--- src/rtl/seg_scan_display_if.sv ---
// Bus bundle for seg_scan_display: control/write inputs and the scan outputs.
// Optional blink_mask is present only when SEG_SCAN_BLINK_EN is defined.
interface seg_scan_display_if #(
  parameter int unsigned NUM_DIGITS = 10,
  parameter int unsigned AW         = 5,
  parameter int unsigned DIV_W      = 16
);
  logic                  enable;
  logic [DIV_W-1:0]      scan_div;
  logic [3:0]            bright;
  logic                  raw_mode;
  logic                  wr_en;
  logic [AW-1:0]         wr_addr;
  logic [7:0]            wr_data;
`ifdef SEG_SCAN_BLINK_EN
  logic [NUM_DIGITS-1:0] blink_mask;
`endif
  logic [NUM_DIGITS-1:0] sel;
  logic [7:0]            segm;
  logic                  frame_o;

`ifdef SEG_SCAN_BLINK_EN
  modport master (
    output enable, scan_div, bright, raw_mode, wr_en, wr_addr, wr_data, blink_mask,
    input  sel, segm, frame_o
  );
  modport slave (
    input  enable, scan_div, bright, raw_mode, wr_en, wr_addr, wr_data, blink_mask,
    output sel, segm, frame_o
  );
`else
  modport master (
    output enable, scan_div, bright, raw_mode, wr_en, wr_addr, wr_data,
    input  sel, segm, frame_o
  );
  modport slave (
    input  enable, scan_div, bright, raw_mode, wr_en, wr_addr, wr_data,
    output sel, segm, frame_o
  );
`endif
endinterface

--- src/rtl/seg_scan_display.sv ---
// Multiplexed 7-segment scan driver with per-digit register file, PWM brightness,
// a dark dead-time tick between digits, hex/raw modes and a frame strobe.
// Optional blinking is compiled in with the SEG_SCAN_BLINK_EN macro.
module seg_scan_display #(
  parameter int unsigned NUM_DIGITS  = 10,
  parameter int unsigned AW          = 5,
  parameter int unsigned DIV_W       = 16,
  parameter bit          SEL_ACT_LOW = 1'b1,
  parameter bit          SEG_ACT_LOW = 1'b1
`ifdef SEG_SCAN_BLINK_EN
  ,
  parameter int unsigned BLINK_FRAMES = 64
`endif
) (
  input  logic              clk,
  input  logic              rst_n,
  seg_scan_display_if.slave bus
);
  localparam int unsigned DW = (NUM_DIGITS > 1) ? $clog2(NUM_DIGITS) : 1;
  // Inactive levels; XOR with these converts active-high patterns to pin polarity
  localparam logic [NUM_DIGITS-1:0] SEL_OFF = {NUM_DIGITS{SEL_ACT_LOW}};
  localparam logic [7:0]            SEG_OFF = {8{SEG_ACT_LOW}};

  logic [7:0]            r_regs [NUM_DIGITS];
  logic [DIV_W-1:0]      r_pre;
  logic [DIV_W-1:0]      r_div;
  logic [3:0]            r_tick;
  logic [DW-1:0]         r_digit;
  logic [7:0]            r_cur;
  logic                  r_raw;
  logic [NUM_DIGITS-1:0] r_sel;
  logic [7:0]            r_segm;
  logic                  r_frame;

  logic                  w_tick;
  logic                  w_slot_end;
  logic                  w_frame_end;
  logic [DW-1:0]         w_digit_nxt;
  logic                  w_wr_hit0;
  logic [6:0]            w_hex;
  logic [7:0]            w_pat;
  logic                  w_lit;
  logic                  w_blank;
  logic [NUM_DIGITS-1:0] w_onehot;

  // Scan timing decode: prescaler wrap, end of slot, end of frame
  always_comb begin
    w_tick      = (r_pre == r_div);
    w_slot_end  = w_tick && (r_tick == 4'd15);
    w_frame_end = w_slot_end && (r_digit == DW'(NUM_DIGITS - 1));
    w_digit_nxt = w_frame_end ? '0 : r_digit + 1'b1;
    w_wr_hit0   = bus.wr_en && (bus.wr_addr == '0);
  end

  // Digit register file; out-of-range addresses match no entry
  always_ff @(posedge clk or negedge rst_n) begin
    if (!rst_n) begin
      for (int i = 0; i < int'(NUM_DIGITS); i++) r_regs[i] <= 8'h00;
    end else if (bus.wr_en) begin
      for (int i = 0; i < int'(NUM_DIGITS); i++) begin
        if (bus.wr_addr == AW'(i)) r_regs[i] <= bus.wr_data;
      end
    end
  end

  // Prescaler, tick/digit counters and per-slot latch of the displayed byte
  always_ff @(posedge clk or negedge rst_n) begin
    if (!rst_n) begin
      r_pre   <= '0;
      r_div   <= '0;
      r_tick  <= '0;
      r_digit <= '0;
      r_cur   <= 8'h00;
      r_raw   <= 1'b0;
    end else if (!bus.enable) begin
      r_pre   <= '0;
      r_div   <= bus.scan_div;
      r_tick  <= '0;
      r_digit <= '0;
      // Keep digit 0's byte ready so the restarted scan shows it from tick 0
      r_cur   <= w_wr_hit0 ? bus.wr_data : r_regs[0];
      r_raw   <= bus.raw_mode;
    end else if (w_tick) begin
      r_pre  <= '0;
      r_div  <= bus.scan_div;
      r_tick <= r_tick + 4'd1;
      if (w_slot_end) begin
        r_digit <= w_digit_nxt;
        r_cur   <= r_regs[w_digit_nxt];
        r_raw   <= bus.raw_mode;
      end
    end else begin
      r_pre <= r_pre + 1'b1;
    end
  end

`ifdef SEG_SCAN_BLINK_EN
  localparam int unsigned FCW = (BLINK_FRAMES > 1) ? $clog2(2 * BLINK_FRAMES) : 1;
  logic [FCW-1:0] r_fcnt;

  // Frame counter over one blink period; second half blanks masked digits
  always_ff @(posedge clk or negedge rst_n) begin
    if (!rst_n) begin
      r_fcnt <= '0;
    end else if (!bus.enable) begin
      r_fcnt <= '0;
    end else if (w_frame_end) begin
      r_fcnt <= (r_fcnt == FCW'(2 * BLINK_FRAMES - 1)) ? '0 : r_fcnt + 1'b1;
    end
  end

  assign w_blank = (r_fcnt >= FCW'(BLINK_FRAMES)) && bus.blink_mask[r_digit];
`else
  assign w_blank = 1'b0;
`endif

  // Segment pattern for the latched byte and PWM gating by tick position
  always_comb begin
    case (r_cur[3:0])
      4'h0:    w_hex = 7'h3F;
      4'h1:    w_hex = 7'h06;
      4'h2:    w_hex = 7'h5B;
      4'h3:    w_hex = 7'h4F;
      4'h4:    w_hex = 7'h66;
      4'h5:    w_hex = 7'h6D;
      4'h6:    w_hex = 7'h7D;
      4'h7:    w_hex = 7'h07;
      4'h8:    w_hex = 7'h7F;
      4'h9:    w_hex = 7'h6F;
      4'hA:    w_hex = 7'h77;
      4'hB:    w_hex = 7'h7C;
      4'hC:    w_hex = 7'h39;
      4'hD:    w_hex = 7'h5E;
      4'hE:    w_hex = 7'h79;
      default: w_hex = 7'h71;
    endcase
    w_pat             = r_raw ? r_cur : {r_cur[4], w_hex};
    // bright is at most 15, so tick 15 is always dark
    w_lit             = (r_tick < bus.bright) && !w_blank;
    w_onehot          = '0;
    w_onehot[r_digit] = 1'b1;
  end

  // Registered outputs, one clk behind the counter state
  always_ff @(posedge clk or negedge rst_n) begin
    if (!rst_n) begin
      r_sel   <= SEL_OFF;
      r_segm  <= SEG_OFF;
      r_frame <= 1'b0;
    end else if (!bus.enable) begin
      r_sel   <= SEL_OFF;
      r_segm  <= SEG_OFF;
      r_frame <= 1'b0;
    end else begin
      r_sel   <= w_onehot ^ SEL_OFF;
      r_segm  <= w_lit ? (w_pat ^ SEG_OFF) : SEG_OFF;
      r_frame <= w_frame_end;
    end
  end

  assign bus.sel     = r_sel;
  assign bus.segm    = r_segm;
  assign bus.frame_o = r_frame;
endmodule

--- src/flat_wrapper.sv ---
// flat-port wrapper written by rule: the top's interface ports become plain ports
module seg_scan_display_flat 
#(
  parameter int unsigned NUM_DIGITS  = 10,
  parameter int unsigned AW          = 5,
  parameter int unsigned DIV_W       = 16,
  parameter bit          SEL_ACT_LOW = 1'b1,
  parameter bit          SEG_ACT_LOW = 1'b1

)
  (clk, rst_n, bus_enable, bus_scan_div, bus_bright, bus_raw_mode, bus_wr_en, bus_wr_addr, bus_wr_data, bus_sel, bus_segm, bus_frame_o);
  seg_scan_display_if #(.NUM_DIGITS(NUM_DIGITS), .AW(AW), .DIV_W(DIV_W)) bus_i ();
  input  logic clk;
  input  logic rst_n;
  input wire logic [$bits(bus_i.enable)-1:0] bus_enable;
  input wire logic [$bits(bus_i.scan_div)-1:0] bus_scan_div;
  input wire logic [$bits(bus_i.bright)-1:0] bus_bright;
  input wire logic [$bits(bus_i.raw_mode)-1:0] bus_raw_mode;
  input wire logic [$bits(bus_i.wr_en)-1:0] bus_wr_en;
  input wire logic [$bits(bus_i.wr_addr)-1:0] bus_wr_addr;
  input wire logic [$bits(bus_i.wr_data)-1:0] bus_wr_data;
  output wire logic [$bits(bus_i.sel)-1:0] bus_sel;
  output wire logic [$bits(bus_i.segm)-1:0] bus_segm;
  output wire logic [$bits(bus_i.frame_o)-1:0] bus_frame_o;
  assign bus_i.enable = bus_enable;
  assign bus_i.scan_div = bus_scan_div;
  assign bus_i.bright = bus_bright;
  assign bus_i.raw_mode = bus_raw_mode;
  assign bus_i.wr_en = bus_wr_en;
  assign bus_i.wr_addr = bus_wr_addr;
  assign bus_i.wr_data = bus_wr_data;
  assign bus_sel = bus_i.sel;
  assign bus_segm = bus_i.segm;
  assign bus_frame_o = bus_i.frame_o;
  seg_scan_display #(.NUM_DIGITS(NUM_DIGITS), .AW(AW), .DIV_W(DIV_W), .SEL_ACT_LOW(SEL_ACT_LOW), .SEG_ACT_LOW(SEG_ACT_LOW)) u_core (.clk(clk), .rst_n(rst_n), .bus(bus_i));
endmodule
--- config.mk ---
export PLATFORM = sky130hd
export DESIGN_NAME = seg_scan_display_flat
export DESIGN_NICKNAME = d
export VERILOG_FILES = /design/src/rtl/seg_scan_display_if.sv /design/src/rtl/seg_scan_display.sv /design/src/flat_wrapper.sv
export SDC_FILE = /design/constraint.sdc
export NUM_CORES = 1
export LEC_CHECK = 0
export CAP_MARGIN = 20
export CORE_MARGIN = 8
export CORE_UTILIZATION = 40
export CTS_CLUSTER_DIAMETER = 150
export DETAILED_ROUTE_END_ITERATION = 16
export PLACE_DENSITY_LB_ADDON = 0.15
export RECOVER_POWER = 50
export SYNTH_ARGS = -nofsm -noshare
export SYNTH_HDL_FRONTEND = slang
export SYNTH_SLANG_ARGS = --single-unit
--- constraint.sdc ---
create_clock -name clk -period 5.3 [get_ports clk]
set_input_delay 0.53 -clock clk [delete_from_list [all_inputs] [get_ports clk]]
set_output_delay 0.53 -clock clk [all_outputs]
set_load 0.01 [all_outputs]
==> flow_metrics.env, run 1 <==
export IMPL_criticalPathCategory="in -> async"
export IMPL_grt_overflow=0
export IMPL_antenna_cells=0
export IMPL_met2_usage_pct=24.08
export IMPL_dieWidth_um=149.8
export IMPL_use_met3_pct=3.417
export IMPL_timing_rr_start="u_core.r_digit[0]"
export IMPL_combPwrFrac_pct=12.6
export IMPL_worst_hold_slack_ps=498.0
export IMPL_dieArea_um2=22430
export IMPL_vias_per_cell=5.275
export IMPL_clk_latency_ps=420
export IMPL_rows=49
export IMPL_regArea_um2=3726
export IMPL_synth_top_area_share_pct=45.46
export IMPL_areaGrowthSynthToFinish_pct=19.37
export IMPL_cts_resized=0
export IMPL_grt_usage_pct=14.84
export IMPL_drv_slew=105
export IMPL_synth_edf_count=0
export IMPL_route_antenna_remaining_nets=0
export IMPL_grt_pass1_vias=4813
export IMPL_maxSlewHeadroom_pct=-70.61
export IMPL_crit_path_start_kind="input port"
export IMPL_clockPowerShare_pct=42.6
export IMPL_period_minus_slack_ps=3116
export IMPL_cp_slowest_stage_delay_ps=1780
export IMPL_crit_chain="clkbuf_2, clkbuf_2"
export IMPL_yosysWarnings=0
export IMPL_cp_required_ps=5670
export IMPL_cts_tree="built"
export IMPL_place_inst=832
export IMPL_switching_share_pct=23.30
export IMPL_path_buf_inv=2
export IMPL_synth_area_top_cells="dfrtp_1 45%, mux2_2 13%, dfstp_2 6.6%"
export IMPL_fmax_mhz=320.9
export IMPL_hold_viol=0
export IMPL_avgSynthCellArea_um2=12.49
export IMPL_crit_path_top_delay_cell="clkbuf_2"
export IMPL_grt_max_degree=105
export IMPL_layoutNonFillerInstCount=864
export IMPL_crit_arrival_ps=3490
export IMPL_synthesis_area_um2=7156
export IMPL_drtIter0Drc=230
export IMPL_grt_pass1_wl_mm=25.85
export IMPL_finClkSkew_ps=7.682
export IMPL_cpMostUsedCell="clkbuf_2"
export IMPL_clock_path_buffers=2
export IMPL_drcViolationCount=0
export IMPL_rsz0062_at_grt="no"
export IMPL_start_util_pct=40.25
export IMPL_setup_viol=0
export IMPL_totalWireLength_mm=15.57
export IMPL_multiInputGateArea_um2=3203
export IMPL_ios=57
export IMPL_cp_end_kind="asynchronous set/reset pin"
export IMPL_root_buffer="clkbuf_16"
export IMPL_fin_tns_setup_ps=0
export IMPL_ir_worst_vdd_mv=0.2528
export IMPL_postCtsHoldBufs=0
export IMPL_post_cts_repair_setup_buffers=0
export IMPL_wl_per_cell_um=18.02
export IMPL_gr_usage_met1_pct=18.99
export IMPL_synth_flop_cell="dfrtp_1"
export IMPL_gp_congestion=0.7813
export IMPL_max_cap_viol_count=1
export IMPL_worstHoldPathType="reg -> reg"
export IMPL_io_buffers=56
export IMPL_top_usage_layer="met2"
export IMPL_path_delay_family="buffers and inverters"
export IMPL_num_vias=4558
export IMPL_drive_gt1_share_pct=26.77
export IMPL_finalCritPeriodShare_pct=58.80
export IMPL_p_sw_w=0.0007219
export IMPL_p_per_area_nw_per_um2=362.7
export IMPL_htree_levels=4
export IMPL_layout_nets=674
export IMPL_core_area_um2=17780
export IMPL_final_util_pct=48.04
export IMPL_p_leak_nw=3.599
export IMPL_yosys_cell_types_count=55
export IMPL_status="finished with violations"
export IMPL_seq_power_share_pct=44.8
export IMPL_failed_checks="capacitance limit, slew limit"
export IMPL_crit_start="rst_n"
export IMPL_worstHoldStart="u_core.r_regs[31]"
export IMPL_drtPass1Iterations=6
export IMPL_synth_largest_area_cell="dfrtp_1"
export IMPL_worstMarginPinSlew_ps=2559
export IMPL_synth_seq_cells=148
export IMPL_worst_path_max_fanout=104
export IMPL_syn_inst=573
export IMPL_p_int_w=0.002376
export IMPL_clkTransAtPathRegs_ps=60
export IMPL_ys_seq_area_share_pct=52.07
export IMPL_die_h_um=149.8
export IMPL_place_detailed_hpwl_mm=10.67
export IMPL_syn_nets=625
export IMPL_cts_sinks=148
export IMPL_antenna_found_initial=0
export IMPL_n_fill_cell=1601
export IMPL_synthArstFlopShare_pct=100.0
export IMPL_cts_buffers=17
-- logic make-up (layout without fill, tap and decap cells) --
group	Yosys count	in the layout	share of synthesized area, %
flip-flops	148	148	52.07
XOR/XNOR	34	34	4.424
AO/OA/AOI/OAI	71	71	7.344
multiplexers	117	117	20.88
adder cells (fa/ha/maj)	14	14	2.448
buffers and inverters	52	114	3.130
AND/OR/NAND/NOR	137	137	9.705
-- cell usage after synthesis (9+ instances only) --
master,number
a211oi_1,20
a21oi_1,9
a22oi_1,9
clkbuf_1,13
dfrtp_1,130
dfstp_2,18
ha_1,14
inv_1,20
mux2_1,14
mux2_2,84
mux4_2,16
nand2_1,34
nand3_1,18
nor2_1,42
xnor2_1,23
xor2_1,10
-- metal layers --
layer,part of all wire [%],routed length [um],vias up
li1,-,-,2148
met1,45,7041,2300
met2,49,7637,86
met3,3.9,613,24
met4,1.7,272,0
met5,0,0,-
-- power by group through the flow --
stage	registers, W	clock network [W]	logic, W
floorplan	0.00137	0	0.000283
global placement	0.00140	0	0.000382
detailed placement	0.00141	0	0.000395
CTS	0.00139	0.00135	0.000397
global route	0.00141	0.00140	0.000434
finish	0.00139	0.00132	0.000389
-- cell usage in the layout (no fill, tap or decap), types with 8 or more instances in the layout --
cell             instances
a21oi_1                  9
a21oi_2                  8
ha_1                    14
clkbuf_16               17
xor2_1                  10
mux2_1                  14
nand2_1                 34
a22oi_1                  9
dfrtp_1                130
nand3_1                 18
dfstp_2                 18
nor2_1                  42
a211oi_1                20
clkdlybuf4s50_1         55
mux4_2                  16
inv_1                   20
xnor2_1                 23
mux2_2                  84
-- final timing paths --
kind	end	cells past startpoint	slack, ps
min in group asynchronous	u_core.r_tick[0]	1	920
max in group clk	u_core.r_cur[1]	7	2200
worst min register to register	u_core.r_regs[31]	1	500
worst max-delay path	u_core.r_regs[37]	2	2180
worst min-delay path	u_core.r_regs[31]	1	500
worst max register to register	u_core.r_cur[1]	7	2200
-- through the flow --
step / power, W / area, um2 / setup WS, ps
2_1_floorplan: 0.001653 / 7156 / 2821
3_3_place_gp: 0.001784 / 7896 / 2221
3_5_place_dp: 0.001801 / 7896 / 2164
4_1_cts: 0.003130 / 8553 / 2133
5_1_grt: 0.003238 / 8542 / 1456
6_report: 0.003098 / 8542 / 2184
-- state kept, by name, summed over array words and instances, names as in the netlist --
| signal | flops |
|---|---|
| u_core.r_regs | 80 |
| u_core.r_div | 16 |
| u_core.r_pre | 16 |
| u_core.bus.sel | 10 |
| u_core.bus.segm | 8 |
| u_core.r_cur | 8 |
| u_core.r_digit | 4 |
| u_core.r_tick | 4 |
| u_core.bus.frame_o | 1 |
| u_core.r_raw | 1 |
-- cell type report --
class                           count  share of cell area (%)
Tap cell                          229                   3.354
Clock inverter                      7                   1.655
Clock buffer                       25                   6.035
Inverter                           21                  0.9228
Timing Repair Buffer               61                   6.914
Multi-Input combinational cell    373                   37.50
Sequential cell                   148                   43.62
(Power assumes the default switching activity.)
==> run 2, diff against run 1 <==
==> constraint.sdc (replaced) <==
create_clock -name clk -period 2.8 [get_ports clk]
set_input_delay 0.28 -clock clk [delete_from_list [all_inputs] [get_ports clk]]
set_output_delay 0.28 -clock clk [all_outputs]
set_load 0.01 [all_outputs]
==> run 2 against run 1 <==
Effect of this change: the run now ends clean; combinational power is 93% higher; worst setup slack worse by 1900 ps; cell count is 1.5% higher; non-clock buffer count is 13 higher; clock power is 57% higher; global-route usage is 0.52 points lower; register-to-register slack worse by 1900 ps; highest routed layer unchanged.
==> flow_metrics.env, run 2 (synthesized netlist as in run 1, its figures left out) <==
export IMPL_status="finished, final reports clean"
export IMPL_grt_overflow=0
export IMPL_timing_rr_start="u_core.r_digit[0]"
export IMPL_setup_viol=0
export IMPL_worst_path_max_fanout=19
export IMPL_clock_path_buffers=2
export IMPL_worstMarginPinSlew_ps=1328
export IMPL_hold_viol=0
export IMPL_drive_gt1_share_pct=27.31
export IMPL_finClkSkew_ps=6.313
export IMPL_dieArea_um2=22430
export IMPL_grt_pass1_vias=4897
export IMPL_fin_tns_setup_ps=0
export IMPL_clkTransAtPathRegs_ps=60
export IMPL_grt_max_degree=67
export IMPL_die_h_um=149.8
export IMPL_grt_usage_pct=14.33
export IMPL_drtPass1Iterations=4
export IMPL_rows=49
export IMPL_htree_levels=4
export IMPL_postCtsHoldBufs=1
export IMPL_maxSlewHeadroom_pct=11.46
export IMPL_cp_slowest_stage_delay_ps=520
export IMPL_worstHoldPathType="in -> reg"
export IMPL_cts_buffers=17
export IMPL_preCtsSetupSlack_ps=195.6
export IMPL_multiInputGateArea_um2=3206
export IMPL_cp_required_ps=3150
export IMPL_criticalPathCategory="reg -> reg"
export IMPL_layout_setup_ws_ps=259.0
export IMPL_cts_tree="built"
export IMPL_ios=57
export IMPL_cp_end_kind="flip-flop"
export IMPL_p_per_area_nw_per_um2=639.2
export IMPL_p_leak_nw=3.606
export IMPL_antenna_found_initial=0
export IMPL_finalCritPeriodShare_pct=90.75
export IMPL_worstHoldStart="bus_scan_div[8]"
export IMPL_r2r_cells=7
export IMPL_layout_commonest_cell="dfrtp_1"
export IMPL_place_detailed_hpwl_mm=10.70
export IMPL_crit_arrival_ps=2890
export IMPL_areaGrowthSynthToFinish_pct=19.09
export IMPL_core_area_um2=17780
export IMPL_layoutNonFillerInstCount=877
export IMPL_layout_nets=687
export IMPL_antenna_cells=0
export IMPL_drcViolationCount=0
export IMPL_regArea_um2=3726
export IMPL_n_fill_cell=1570
export IMPL_cts_resized=0
export IMPL_max_cap_viol_count=0
export IMPL_place_inst=844
export IMPL_num_vias=4575
export IMPL_start_util_pct=40.25
export IMPL_cts_sinks=148
export IMPL_dieWidth_um=149.8
export IMPL_period_minus_slack_ps=2541
export IMPL_largest_reg_flops=80
export IMPL_crit_chain="inv_1, ha_1, buf_4, or3_1, a311oi_4, a22oi_1, a21oi_2"
export IMPL_r2r_end="u_core.r_cur[5]"
export IMPL_crit_path_top_delay_cell="a311oi_4"
export IMPL_reg_top3="u_core.r_regs: 80 flops, u_core.r_div: 16 flops, u_core.r_pre: 16 flops"
export IMPL_route_antenna_remaining_nets=0
export IMPL_hold_depth=2
export IMPL_ir_worst_vdd_mv=0.4571
export IMPL_gp_congestion=0.8076
export IMPL_drtIter0Drc=229
export IMPL_grt_pass1_wl_mm=25.38
export IMPL_whs_endpoint="u_core.r_div[8]"
export IMPL_drv_slew=0
export IMPL_rsz0062_at_grt="no"
export IMPL_wl_per_cell_um=17.09
export IMPL_root_buffer="clkbuf_16"
export IMPL_totalWireLength_mm=14.98
export IMPL_io_buffers=56
export IMPL_fmax_mhz=393.6
export IMPL_regMostFlops="u_core.r_regs"
export IMPL_r2r_setup_slack_ps=260
export IMPL_layout_common_cells="130 x dfrtp_1, 84 x mux2_2, 54 x clkdlybuf4s50_1, 42 x nor2_1, 34 x nand2_1"
export IMPL_final_util_pct=47.93
export IMPL_crit_path_start_kind="flip-flop"
export IMPL_clk_latency_ps=420
export IMPL_vias_per_cell=5.217
export IMPL_post_cts_repair_setup_buffers=0
## run 2: area by class of cell
class	instances	area share, %
timing repair buffer	74	8.207
sequential	148	43.72
multi-input combinational	373	37.62
tap	229	3.362
inverter	21	0.9250
clock inverter	7	0.7047
clock buffer	25	5.462
## run 2: worst max path at each step
stage,start,end
5_1_grt,u_core.r_digit[0],u_core.r_cur[5]
4_1_cts,u_core.r_digit[0],u_core.r_cur[5]
3_5_place_dp,bus_wr_addr[2],u_core.r_cur[2]
2_1_floorplan,u_core.r_digit[0],u_core.r_cur[5]
3_3_place_gp,bus_wr_addr[2],u_core.r_cur[2]
6_report,u_core.r_digit[0],u_core.r_cur[5]
## run 2: worst max-delay path: cells and delay by family, from the launching register on
family / cells / cell delay (ps)
AOI/OAI and AO/OA: 3 / 880
adders and majority gates: 1 / 320
buffers and inverters: 2 / 390
DFF: 1 / 450
and+or+nand+nor: 1 / 440
## run 2: where the power goes
group | switching [W] | leakage, nW | internal [W]
combinational | 0.000316 | 1.49 | 0.000436
sequential | 0.000189 | 1.85 | 0.00244
clock | 0.000832 | 0.263 | 0.00123
total | 0.00134 | 3.61 | 0.00411
## run 2: metrics by stage
stage | hold WS (ps) | area, um2 | total power [W]
2_1_floorplan | -15.59 | 7156 | 0.003129
3_3_place_gp | 261.0 | 7999 | 0.003384
3_5_place_dp | 266.1 | 7999 | 0.003419
4_1_cts | 385.6 | 8534 | 0.005508
5_1_grt | 434.2 | 8522 | 0.005721
6_report | 447.7 | 8522 | 0.005448
## run 2: routing by layer
layer	global-route usage, %	routed length, um	part of all wire (%)	up-vias
met5	0	0	0	-
met4	4.748	171	1.1	0
met3	3.780	529	3.5	15
met2	23.29	7245	48	59
met1	18.24	7038	47	2333
li1	-	-	-	2168
==> run 3, diff against run 2 <==
--- a/config.mk
+++ b/config.mk
@@ -9,6 +9,7 @@
 export CORE_MARGIN = 8
 export CORE_UTILIZATION = 40
 export CTS_CLUSTER_DIAMETER = 150
+export CTS_CLUSTER_SIZE = 28
 export DETAILED_ROUTE_END_ITERATION = 16
 export PLACE_DENSITY_LB_ADDON = 0.15
 export RECOVER_POWER = 50
==> results of run 3 <==
The final DEF is identical to that of run 2; final timing and power are the same.
